<file path="config.mk">
export PLATFORM = sky130hd
export DESIGN_NAME = ahb_sram_slave
export DESIGN_NICKNAME = d
export VERILOG_FILES = /design/src/rtl/ahb_pkg.sv /design/src/rtl/ahb_be_decode.sv /design/src/rtl/ahb_sram_slave.sv
export SDC_FILE = /design/constraint.sdc
export NUM_CORES = 1
export LEC_CHECK = 0
export BUFFER_PORTS_ARGS = -buffer_cell sky130_fd_sc_hd__buf_2
export CAP_MARGIN = 20
export CORE_UTILIZATION = 35
export CTS_CLUSTER_SIZE = 12
export DETAILED_ROUTE_END_ITERATION = 10
export PLACE_DENSITY = 0.71
export SYNTH_ARGS = -nofsm -noshare
export SYNTH_HDL_FRONTEND = slang
export SYNTH_SLANG_ARGS = --single-unit
</file>
<file path="constraint.sdc">
create_clock -name clk_i -period 4.9 [get_ports clk_i]
set_input_delay 0.245 -clock clk_i [delete_from_list [all_inputs] [get_ports clk_i]]
set_output_delay 0.245 -clock clk_i [all_outputs]
set_load 0.02 [all_outputs]
</file>
<file path="src/rtl/ahb_pkg.sv">
// Shared AHB-Lite encodings and the SRAM slave state type.
package ahb_pkg;

   localparam logic [1:0] HTRANS_IDLE   = 2'b00;
   localparam logic [1:0] HTRANS_BUSY   = 2'b01;
   localparam logic [1:0] HTRANS_NONSEQ = 2'b10;
   localparam logic [1:0] HTRANS_SEQ    = 2'b11;

   localparam logic [2:0] HSIZE_BYTE = 3'b000;
   localparam logic [2:0] HSIZE_HALF = 3'b001;
   localparam logic [2:0] HSIZE_WORD = 3'b010;

   localparam logic HRESP_OKAY  = 1'b0;
   localparam logic HRESP_ERROR = 1'b1;

   typedef enum logic [2:0] {
      ST_IDLE,
      ST_DP_WR,
      ST_DP_RD,
      ST_ERR1,
      ST_ERR2
   } slv_state_e;

endpackage

</file>
<file path="src/rtl/ahb_be_decode.sv">
// Byte-lane enables and alignment/size error from HSIZE and the low address bits.
module ahb_be_decode
   import ahb_pkg::*;
(
   input  logic [2:0] i_hsize,
   input  logic [1:0] i_addr_lo,
   output logic [3:0] o_be,
   output logic       o_err
);

   always_comb begin
      o_be  = 4'b1111;
      o_err = 1'b0;
      case (i_hsize)
         HSIZE_BYTE: o_be = 4'b0001 << i_addr_lo;
         HSIZE_HALF: begin
            o_be  = i_addr_lo[1] ? 4'b1100 : 4'b0011;
            o_err = i_addr_lo[0];
         end
         HSIZE_WORD: o_err = |i_addr_lo;
         default:    o_err = 1'b1;
      endcase
   end

endmodule

</file>
<file path="src/rtl/ahb_sram_slave.sv">
// AHB-Lite slave onto a 1-cycle-latency single-port SRAM with wait states.
// AHB_SRAM_ERRRESP_EN: give ERROR on bad size/alignment; else do a word access.
module ahb_sram_slave
   import ahb_pkg::*;
#(
   parameter int ADDR_W      = 12,
   parameter int WAIT_STATES = 0
) (
   input  logic              clk_i,
   input  logic              rst_i,
   input  logic              HSEL,
   input  logic [31:0]       HADDR,
   input  logic [1:0]        HTRANS,
   input  logic              HWRITE,
   input  logic [2:0]        HSIZE,
   input  logic [31:0]       HWDATA,
   input  logic              HREADY,
   output logic              HREADYOUT,
   output logic              HRESP,
   output logic [31:0]       HRDATA,
   output logic              sram_cs,
   output logic              sram_we,
   output logic [3:0]        sram_be,
   output logic [ADDR_W-3:0] sram_addr,
   output logic [31:0]       sram_wdata,
   input  logic [31:0]       sram_rdata
);

   localparam logic [3:0] WS = 4'(WAIT_STATES);

   slv_state_e        r_state;
   logic [3:0]        r_cnt;
   logic [ADDR_W-3:0] r_addr;
   logic [3:0]        r_be;
   logic [31:0]       r_rdata;

   logic [3:0] w_dec_be;
   logic [3:0] w_be;
   logic       w_dec_err;
   logic       w_err;
   logic       w_accept;
   logic       w_wr_fire;
   logic       w_rd_issue;
   logic       w_rd_cap;
   logic       w_rd_last;
   logic       w_unused_bits;

   ahb_be_decode u_be_decode (
      .i_hsize   (HSIZE),
      .i_addr_lo (HADDR[1:0]),
      .o_be      (w_dec_be),
      .o_err     (w_dec_err)
   );

`ifdef AHB_SRAM_ERRRESP_EN
   assign w_err = w_dec_err;
   assign w_be  = w_dec_be;
`else
   assign w_err = 1'b0;
   assign w_be  = w_dec_err ? 4'b1111 : w_dec_be;
`endif

   assign w_unused_bits = ^{HADDR[31:ADDR_W], HTRANS[0]};

   assign w_wr_fire  = (r_state == ST_DP_WR) && (r_cnt == WS);
   assign w_rd_issue = (r_state == ST_DP_RD) && (r_cnt == 4'd0);
   assign w_rd_cap   = (r_state == ST_DP_RD) && (r_cnt == 4'd1);
   assign w_rd_last  = (r_state == ST_DP_RD) && (r_cnt == WS + 4'd1);

   assign HREADYOUT = (r_state == ST_IDLE) || (r_state == ST_ERR2) || w_wr_fire || w_rd_last;
   assign HRESP     = (r_state == ST_ERR1 || r_state == ST_ERR2) ? HRESP_ERROR : HRESP_OKAY;
   // Read data bypasses the capture register on the cycle it arrives.
   assign HRDATA    = w_rd_cap ? sram_rdata : r_rdata;

   assign w_accept = HREADYOUT & HSEL & HTRANS[1] & HREADY;

   assign sram_cs    = w_wr_fire | w_rd_issue;
   assign sram_we    = w_wr_fire;
   assign sram_be    = r_be;
   assign sram_addr  = r_addr;
   assign sram_wdata = HWDATA;

   always_ff @(posedge clk_i or posedge rst_i) begin
      if (rst_i) begin
         r_state <= ST_IDLE;
         r_cnt   <= '0;
         r_addr  <= '0;
         r_be    <= '0;
         r_rdata <= '0;
      end else begin
         if (w_rd_cap) r_rdata <= sram_rdata;
         // Any ready cycle can take the next address phase with no bubble.
         if (HREADYOUT) begin
            r_cnt <= '0;
            if (w_accept) begin
               r_addr <= HADDR[ADDR_W-1:2];
               r_be   <= w_be;
               if (w_err)       r_state <= ST_ERR1;
               else if (HWRITE) r_state <= ST_DP_WR;
               else             r_state <= ST_DP_RD;
            end else begin
               r_state <= ST_IDLE;
            end
         end else if (r_state == ST_ERR1) begin
            r_state <= ST_ERR2;
         end else begin
            r_cnt <= r_cnt + 4'd1;
         end
      end
   end

endmodule

</file>
==> flow_metrics.env, run 1 <==
export IMPL_critPathLaunchType="flip-flop"
export IMPL_total_number_of_vias=1600
export IMPL_cts_sinks=53
export IMPL_drive_above_1_share=0.617
export IMPL_n_antenna_cell=0
export IMPL_avgSynthCellArea_um2=13.8
export IMPL_ant_nets=0
export IMPL_syn_warnings=0
export IMPL_number_of_synthesized_flops_with_an_enable_pin=0
export IMPL_vias_in_the_first_global_route=1467
export IMPL_place_port_buffers=102
export IMPL_skew_ps=12.8
export IMPL_synth_yosys_seq_area_share=0.508
export IMPL_max_buffers_root_to_sink=2
export IMPL_cts_setup_buffers=0
export IMPL_synth_top_area_cell="sky130_fd_sc_hd__dfrtp_1"
export IMPL_number_of_detailed_routing_iterations_run_before_antenna_repair=4
export IMPL_start_util=0.362
export IMPL_path_cells="inv_1 > ha_1 > or4b_1 > or3b_2 > buf_12 > mux2_4 > buf_2"
export IMPL_postLayoutSetupSlackWorst_ps=1910
export IMPL_fin_crit_ps=2990
export IMPL_yosys_reg_bits=53
export IMPL_cts_tree="done"
export IMPL_unrepaired_setup_endpoints_after_global_routing="no"
export IMPL_synth_area_top_cells="sky130_fd_sc_hd__dfrtp_1, sky130_fd_sc_hd__mux2_4, sky130_fd_sc_hd__buf_4"
export IMPL_synth_cell_type_count=33
export IMPL_ios=188
export IMPL_postSynth_asyncResetShare=1.00
export IMPL_worstPathMaxFanout=27
export IMPL_pre_cts_ws_ps=2030
export IMPL_timing_slew_headroom=0.514
export IMPL_nets=369
export IMPL_die_width_um=88.4
export IMPL_timing_critical_path_max_delay_family="simple AND/OR/NAND/NOR gates"
export IMPL_cellPowerDensity_mw_per_mm2=592
export IMPL_max_cap_violations=0
export IMPL_h_tree_levels=2
export IMPL_ctsHoldBuffers=0
export IMPL_timing_hold_violations_final=3
export IMPL_drc=0
export IMPL_critPathMaxStageDelay_ps=620
export IMPL_worst_hold_slack_ps=-1.19
export IMPL_grt_ovfl_total=0
export IMPL_worstPathArrival_ps=2740
export IMPL_area_growth_syn_to_layout_pct=16.3
export IMPL_area_sequential_mm2=0.00133
export IMPL_cpMaxStageDelayCell="sky130_fd_sc_hd__or3b_2"
export IMPL_post_cts_resized=0
export IMPL_number_of_antenna_violations_at_the_first_check_in_global_routing=0
export IMPL_tritoncts_num_buffers=5
export IMPL_ys_flop_type="sky130_fd_sc_hd__dfrtp_1"
export IMPL_dp_hpwl_um=3350
export IMPL_synth_area_mm2=0.00261
export IMPL_route_detailed_wl_per_inst_um=12.5
export IMPL_hp_class="in -> async"
export IMPL_commonest_cells_after_routing_fill_and_taps_aside="sky130_fd_sc_hd__buf_2, sky130_fd_sc_hd__dfrtp_1, sky130_fd_sc_hd__mux2_4"
export IMPL_grt_pass1_wl_um=6600
export IMPL_slew_at_the_pin_closest_to_its_max_slew_limit_ps=729
export IMPL_clk_root_buffer_cell="sky130_fd_sc_hd__clkbuf_8"
export IMPL_totalNegativeSetupSlack_ps=0
export IMPL_post_route_period_util=0.609
export IMPL_violations_in_the_final_reports="hold timing"
export IMPL_placeableCoreArea_mm2=0.00721
export IMPL_chip_height_um=88.4
export IMPL_path_buf_inv=3
export IMPL_grt_start_max_net_pins=33
export IMPL_critPathKind="reg -> out"
export IMPL_final_number_of_setup_violating_endpoints=0
export IMPL_fmax_mhz=335
export IMPL_synth_largest_type_area_fraction=0.508
export IMPL_path_clk_slew_ps=90
export IMPL_mostFrequentLayoutCell="sky130_fd_sc_hd__buf_2"
export IMPL_postRouteWirelength_um=4510
export IMPL_clkLatencyLatePin_ps=300
export IMPL_power_leakage_uw=0.00159
export IMPL_grt_util_all_layers=0.109
export IMPL_gp_congestion=0.715
export IMPL_slew_viol_final=0
export IMPL_multi_input_area_um2=935
export IMPL_fillers=727
export IMPL_design_die_area_mm2=0.00781
export IMPL_average_vias_per_placed_instance=4.44
export IMPL_max_vdd_ir_drop_mv=0.223
export IMPL_run_status="finished, violations left"
export IMPL_mappedNetlistNets=298
export IMPL_cp_data_required_time_ps=4660
export IMPL_detail_route_iter0_violations=30
export IMPL_capturing_element_type_of_the_critical_path="output pin"
export IMPL_syn_inst_count=189
export IMPL_fp_row_count=31
## worst paths after layout
check | start | to | slack, ps | cells past startpoint
max | r_cnt[1]$_DFFE_PP0P_ | HRDATA[5] | 1910 | 7
min in group clk_i | HADDR[4] | sram_addr[2]$_DFFE_PP0P_ | 180 | 2
min | rst_i | sram_addr[2]$_DFFE_PP0P_ | -1 | 2
max in group asynchronous | rst_i | r_rdata[16]$_DFF_PP0_ | 4350 | 3
min reg2reg | r_rdata[2]$_DFF_PP0_ | r_rdata[2]$_DFF_PP0_ | 500 | 1
max reg2reg | r_cnt[1]$_DFFE_PP0P_ | r_rdata[27]$_DFF_PP0_ | 2490 | 6
## registers in the layout, indices dropped and copies added, names as in the netlist
| signal | cells |
|---|---|
| r_state | 3 |
| sram_addr | 10 |
| sram_be | 4 |
| r_cnt | 4 |
| r_rdata | 32 |
## Yosys cell counts, types with 3 or more instances
cell and instances:
sky130_fd_sc_hd__o21ai_0 5, sky130_fd_sc_hd__buf_4 32, sky130_fd_sc_hd__mux2_2 15, sky130_fd_sc_hd__a21oi_1 3
sky130_fd_sc_hd__dfrtp_1 53, sky130_fd_sc_hd__buf_12 3, sky130_fd_sc_hd__nand2_1 5, sky130_fd_sc_hd__inv_1 6
sky130_fd_sc_hd__ha_1 3, sky130_fd_sc_hd__nor2_1 7, sky130_fd_sc_hd__mux2_4 30
## logic make-up (layout without fill, tap and decap cells)
logic type / after synthesis / count (layout) / share of synthesized area
flip-flops: 53 / 53 / 0.508
multiplexers: 47 / 47 / 0.245
buffers and inverters: 46 / 118 / 0.135
AND/OR/NAND/NOR: 24 / 24 / 0.0570
AO/OA/AOI/OAI: 12 / 12 / 0.0278
adder cells (fa/ha/maj): 4 / 4 / 0.0182
XOR/XNOR: 3 / 3 / 0.0101
## metrics by stage
step	power, uW	area (um^2)	cells	util
after floorplan	1360	2610	189	-
after global placement	1560	2920	350	0.404
after detailed placement	1590	2940	351	0.407
after CTS	1830	3020	359	0.418
after global routing	1920	3040	360	0.421
final	1800	3040	360	0.421
## report_power, final
group	switching, uW	internal (uW)	total, uW
combinational	468	398	866
sequential	74.4	627	701
clock	129	102	231
## area by class of cell
type / count / area share
flip-flops and latches: 53 / 0.437
multi-input cells: 90 / 0.308
repair buffers: 104 / 0.181
well taps: 99 / 0.0408
clock buffers: 8 / 0.0264
inverters: 6 / 0.00741
## per-layer routing
metal	track usage	wire, um
met5	0	0
met1	0.135	1970
met2	0.174	2130
met4	0.0455	61
met3	0.0373	336
Note: power is estimated with default switching activity, not from simulation.
==> inputs of run 2 (changes only) <==
Settings changed: PLACE_DENSITY 0.71 to 0.73.
Clock period 4.9 ns to 2.7 ns, I/O delays scaled along.
==> run 2 against run 1 <==
The flow now finishes without violations. Sequential share of layout area down 2.2 points. Via count decreased by 0.44%. Wire length rose by 5.3%. Power grew 99%. Die area unchanged. Critical path depth did not move. Combinational power is 95% higher. Hold slack better by 62 ps. Clock power increased to 2.7 times the previous value. First-iteration DRC count fell by 10%.
==> flow_metrics.env, run 2 (same netlist as run 1, synthesis figures left out) <==
export IMPL_fmax_mhz=382
export IMPL_postLayoutSetupSlackWorst_ps=85.1
export IMPL_postRouteWirelength_um=4750
export IMPL_slew_viol_final=0
export IMPL_sw_frac_of_total=0.351
export IMPL_cellPowerDensity_mw_per_mm2=1120
export IMPL_critPathLaunchType="flip-flop"
export IMPL_final_number_of_setup_violating_endpoints=0
export IMPL_path_clk_slew_ps=100
export IMPL_design_die_area_mm2=0.00781
export IMPL_placeableCoreArea_mm2=0.00721
export IMPL_clkLatencyLatePin_ps=300
export IMPL_dp_hpwl_um=3440
export IMPL_tritoncts_num_buffers=5
export IMPL_pre_cts_ws_ps=256
export IMPL_ios=188
export IMPL_chip_height_um=88.4
export IMPL_hold_path_startpoint="HADDR[10]"
export IMPL_max_buffers_root_to_sink=2
export IMPL_r2r_start="r_cnt[1]$_DFFE_PP0P_"
export IMPL_placedCellCount=353
export IMPL_start_util=0.362
export IMPL_grt_pass1_wl_um=7040
export IMPL_capturing_element_type_of_the_critical_path="output pin"
export IMPL_drc=0
export IMPL_hp_class="in -> reg"
export IMPL_area_growth_syn_to_layout_pct=22.3
export IMPL_worstPathArrival_ps=2480
export IMPL_pwr_share_seq=0.356
export IMPL_mostFrequentLayoutCell="sky130_fd_sc_hd__buf_2"
export IMPL_max_cap_violations=0
export IMPL_ant_nets=0
export IMPL_postLayoutCoreUtil=0.443
export IMPL_commonest_cells_after_routing_fill_and_taps_aside="sky130_fd_sc_hd__buf_2, sky130_fd_sc_hd__dfrtp_1, sky130_fd_sc_hd__mux2_4"
export IMPL_cts_sinks=53
export IMPL_fp_row_count=31
export IMPL_route_detailed_wl_per_inst_um=13.0
export IMPL_grt_ovfl_total=0
export IMPL_place_port_buffers=102
export IMPL_setup_worst_path_start="r_cnt[1]$_DFFE_PP0P_"
export IMPL_net_switching_power_uw=1260
export IMPL_cts_tree="done"
export IMPL_worstPathMaxFanout=11
export IMPL_die_width_um=88.4
export IMPL_detail_route_iter0_violations=27
export IMPL_clk_root_buffer_cell="sky130_fd_sc_hd__clkbuf_8"
export IMPL_power_internal_uw=2320
export IMPL_average_vias_per_placed_instance=4.38
export IMPL_drive_above_1_share=0.638
export IMPL_max_vdd_ir_drop_mv=0.353
export IMPL_gp_congestion=0.700
export IMPL_timing_slew_headroom=0.497
export IMPL_run_status="finished, final reports clean"
export IMPL_grt_util_all_layers=0.117
export IMPL_total_number_of_vias=1593
export IMPL_vias_in_the_first_global_route=1558
export IMPL_fin_crit_ps=2610
export IMPL_share_comb_of_total_power=0.472
export IMPL_largest_reg_flops=32
export IMPL_number_of_antenna_violations_at_the_first_check_in_global_routing=0
export IMPL_cp_data_required_time_ps=2570
export IMPL_slew_at_the_pin_closest_to_its_max_slew_limit_ps=755
export IMPL_power_leakage_uw=0.00167
export IMPL_number_of_detailed_routing_iterations_run_before_antenna_repair=4
export IMPL_largest_register="r_rdata"
export IMPL_unrepaired_setup_endpoints_after_global_routing="yes"
export IMPL_post_route_period_util=0.968
export IMPL_stdcell_count=364
export IMPL_critPathKind="reg -> out"
export IMPL_grt_start_max_net_pins=30
export IMPL_timing_hold_violations_final=0
export IMPL_n_antenna_cell=0
export IMPL_fillers=681
export IMPL_h_tree_levels=2
export IMPL_pwr_share_clk=0.172
export IMPL_skew_ps=12.2
export IMPL_nets=373
[run 2: stage by stage]
stage | TNS, ps | instance area, um^2 | hold WS [ps] | power [uW]
floorplan | 0 | 2610 | 285 | 2480
global placement | 0 | 2950 | 223 | 2830
detailed placement | 0 | 2950 | 246 | 2880
CTS | 0 | 3100 | 46.7 | 3520
global route | -86.1 | 3200 | 42.1 | 3810
finish | 0 | 3200 | 60.9 | 3580
[run 2: worst max-delay path: stages (launching register included)]
cell,delay [ps]
sky130_fd_sc_hd__dfrtp_1,420
sky130_fd_sc_hd__inv_2,80
sky130_fd_sc_hd__ha_1,130
sky130_fd_sc_hd__or4b_4,450
sky130_fd_sc_hd__or3b_4,440
sky130_fd_sc_hd__clkbuf_16,200
sky130_fd_sc_hd__mux2_4,310
sky130_fd_sc_hd__buf_2,160
[run 2: power groups by stage]
| stage | logic [uW] | clock network (uW) | registers, uW |
|---|---|---|---|
| 2_1_floorplan | 1120 | 0 | 1360 |
| 3_3_place_gp | 1560 | 0 | 1270 |
| 3_5_place_dp | 1590 | 0 | 1290 |
| 4_1_cts | 1590 | 648 | 1280 |
| 5_1_grt | 1820 | 676 | 1310 |
| 6_report | 1690 | 615 | 1280 |
[run 2: timing repair]
item / 4_1_cts / 5_1_grt
hold buffers: 1 / 0
endpoints found under the setup margin: 32 / 32
gates resized for setup: 2 / 20
buffers inserted: 0 / 1
hold endpoints to repair: 28 / 0
pin swaps: 0 / 1
cloned: 0 / 1
[run 2: metal layers]
metal / global-route usage / wire (um) / vias to the layer above / share of wire
li1: - / - / 752 / -
met1: 0.131 / 1990 / 758 / 0.42
met2: 0.206 / 2390 / 71 / 0.50
met3: 0.0345 / 293 / 12 / 0.062
met4: 0.0499 / 66 / 0 / 0.014
met5: 0 / 0 / - / 0
[run 2: worst paths after layout]
check	to	slack (ps)	cells after the start
max	HRDATA[7]	90	7
min	sram_addr[8]$_DFFE_PP0P_	60	2
max reg2reg	r_rdata[5]$_DFF_PP0_	540	6
min reg2reg	r_rdata[24]$_DFF_PP0_	490	1
max in group asynchronous	sram_be[0]$_DFFE_PP0P_	1520	4
min in group asynchronous	r_rdata[19]$_DFF_PP0_	430	3
[run 2: final cells by class]
| cell class | count | area (um^2) | share of cell area |
|---|---|---|---|
| multi-input cells | 90 | 941 | 0.294 |
| well taps | 99 | 124 | 0.0388 |
| inverters | 6 | 22.5 | 0.00705 |
| repair buffers | 108 | 648 | 0.203 |
| clock buffers | 5 | 68.8 | 0.0215 |
| clock inverters | 3 | 65.1 | 0.0204 |
| flip-flops and latches | 53 | 1330 | 0.415 |
==> inputs of run 3 (changes only) <==
Settings changed: PLACE_DENSITY 0.73 to 0.71.
==> run 3 against run 2 <==
Setup slack lost 18 ps. Die area unchanged. Wire length shrank 0.32%. Largest cell class unchanged. Clock power is 28% lower. Utilization decreased by 0.069 points.
==> flow_metrics.env, run 3 (same netlist as run 1, synthesis figures left out) <==
export IMPL_postRouteWirelength_um=4730
export IMPL_fmax_mhz=380
export IMPL_largest_register="r_rdata"
export IMPL_timing_hold_violations_final=0
export IMPL_number_of_detailed_routing_iterations_run_before_antenna_repair=4
export IMPL_report_power_total_uw=3440
export IMPL_unrepaired_setup_endpoints_after_global_routing="yes"
export IMPL_stdcell_count=365
export IMPL_fin_crit_ps=2630
export IMPL_mostFrequentLayoutCell="sky130_fd_sc_hd__buf_2"
export IMPL_drive_above_1_share=0.635
export IMPL_power_internal_uw=2190
export IMPL_vias_in_the_first_global_route=1509
export IMPL_cp_data_required_time_ps=2570
export IMPL_placedCellCount=351
export IMPL_placeableCoreArea_mm2=0.00721
export IMPL_run_status="finished, final reports clean"
export IMPL_grt_util_all_layers=0.116
export IMPL_worst_hold_slack_ps=59.6
export IMPL_fp_row_count=31
export IMPL_detail_route_iter0_violations=27
export IMPL_grt_start_max_net_pins=54
export IMPL_pwr_share_clk=0.128
export IMPL_capturing_element_type_of_the_critical_path="output pin"
export IMPL_grt_ovfl_total=0
export IMPL_h_tree_levels=2
export IMPL_power_leakage_uw=0.00166
export IMPL_clk_root_buffer_cell="sky130_fd_sc_hd__clkbuf_8"
export IMPL_max_vdd_ir_drop_mv=0.457
export IMPL_cellPowerDensity_mw_per_mm2=1080
export IMPL_place_port_buffers=102
export IMPL_start_util=0.362
export IMPL_commonest_cells_after_routing_fill_and_taps_aside="sky130_fd_sc_hd__buf_2, sky130_fd_sc_hd__dfrtp_1, sky130_fd_sc_hd__mux2_4"
export IMPL_worstPathArrival_ps=2500
export IMPL_hp_class="in -> reg"
export IMPL_slew_viol_final=0
export IMPL_cts_sinks=53
export IMPL_clkLatencyLatePin_ps=300
export IMPL_area_growth_syn_to_layout_pct=22.1
export IMPL_critPathKind="reg -> out"
export IMPL_n_antenna_cell=0
export IMPL_ant_nets=0
export IMPL_pwr_share_seq=0.370
export IMPL_cts_tree="done"
export IMPL_average_vias_per_placed_instance=4.43
export IMPL_final_number_of_setup_violating_endpoints=0
export IMPL_die_width_um=88.4
export IMPL_max_cap_violations=0
export IMPL_route_detailed_wl_per_inst_um=13.0
export IMPL_postLayoutCoreUtil=0.442
export IMPL_max_buffers_root_to_sink=2
export IMPL_drc=0
export IMPL_tritoncts_num_buffers=5
export IMPL_sw_frac_of_total=0.363
export IMPL_nets=375
export IMPL_number_of_antenna_violations_at_the_first_check_in_global_routing=0
export IMPL_share_comb_of_total_power=0.502
export IMPL_grt_pass1_wl_um=6960
export IMPL_critPathLaunchType="flip-flop"
export IMPL_worstPathMaxFanout=15
export IMPL_totalNegativeSetupSlack_ps=0
export IMPL_chip_height_um=88.4
export IMPL_design_die_area_mm2=0.00781
export IMPL_timing_slew_headroom=0.499
export IMPL_slew_at_the_pin_closest_to_its_max_slew_limit_ps=751
export IMPL_net_switching_power_uw=1250
export IMPL_skew_ps=11.2
export IMPL_gp_congestion=0.704
export IMPL_dp_hpwl_um=3240
export IMPL_post_route_period_util=0.975
export IMPL_path_clk_slew_ps=90
export IMPL_total_number_of_vias=1616
export IMPL_ios=188
export IMPL_largest_reg_flops=32
run 3: cell types whose count changed in the layout (fill, tap and decap cells not counted), sizes merged:
cell / delta
buf: +2
bufinv: -2
clkbuf: +2
clkinv: -1
run 3: stage by stage:
step	setup slack, ps	cell area [um^2]
finish	67.6	3190
global route	-13.7	3190
CTS	18.7	3030
detailed placement	203	2940
global placement	227	2940
floorplan	528	2610
run 3: metal layers:
layer / vias to the layer above / share of wire / global-route usage
met3: 13 / 0.067 / 0.0410
met4: 0 / 0.015 / 0.0499
met1: 782 / 0.44 / 0.139
li1: 751 / - / -
met2: 70 / 0.48 / 0.188
met5: - / 0 / 0
run 3: worst paths after layout:
check,slack [ps],startpoint,cells after the start,to
min in group asynchronous,400,rst_i,3,sram_addr[6]$_DFFE_PP0P_
max in group asynchronous,1760,rst_i,4,r_rdata[14]$_DFF_PP0_
worst max-delay path,70,r_cnt[1]$_DFFE_PP0P_,7,HRDATA[30]
worst min-delay path,60,HADDR[10],2,sram_addr[8]$_DFFE_PP0P_
worst max register to register,510,r_cnt[1]$_DFFE_PP0P_,7,sram_addr[0]$_DFFE_PP0P_
worst min register to register,500,r_rdata[6]$_DFF_PP0_,1,r_rdata[6]$_DFF_PP0_
run 3: what timing repair did:
item                                    in CTS  in global routing
resized for setup                            3                 24
pin swaps                                    0                  1
endpoints found under the setup margin      30                 30
endpoints found under the hold margin        0                 21
setup buffers                                0                  3
hold buffers                                 0                  1
cloned                                       0                  2
run 3: worst max-delay path, cell delays in order, from the launching register on:
cell,delay [ps]
sky130_fd_sc_hd__dfrtp_1,420
sky130_fd_sc_hd__inv_2,70
sky130_fd_sc_hd__ha_1,120
sky130_fd_sc_hd__or4b_4,460
sky130_fd_sc_hd__or3b_4,450
sky130_fd_sc_hd__buf_12,190
sky130_fd_sc_hd__mux2_4,310
sky130_fd_sc_hd__buf_4,160
run 3: cell type report:
cell class                      count  area, um^2
Tap cell                           99         124
Multi-Input combinational cell     90         941
Clock buffer                        7        86.3
Sequential cell                    53        1330
Fill cell                         681        4020
Inverter                            6        22.5
Timing Repair Buffer              110         691
run 3: power by group through the flow:
stage / Combinational [uW] / Clock (uW) / Sequential, uW
floorplan: 1120 / 0 / 1360
finish: 1730 / 440 / 1270
CTS: 1590 / 463 / 1280
detailed placement: 1580 / 0 / 1290
global placement: 1560 / 0 / 1270
global route: 1860 / 500 / 1310
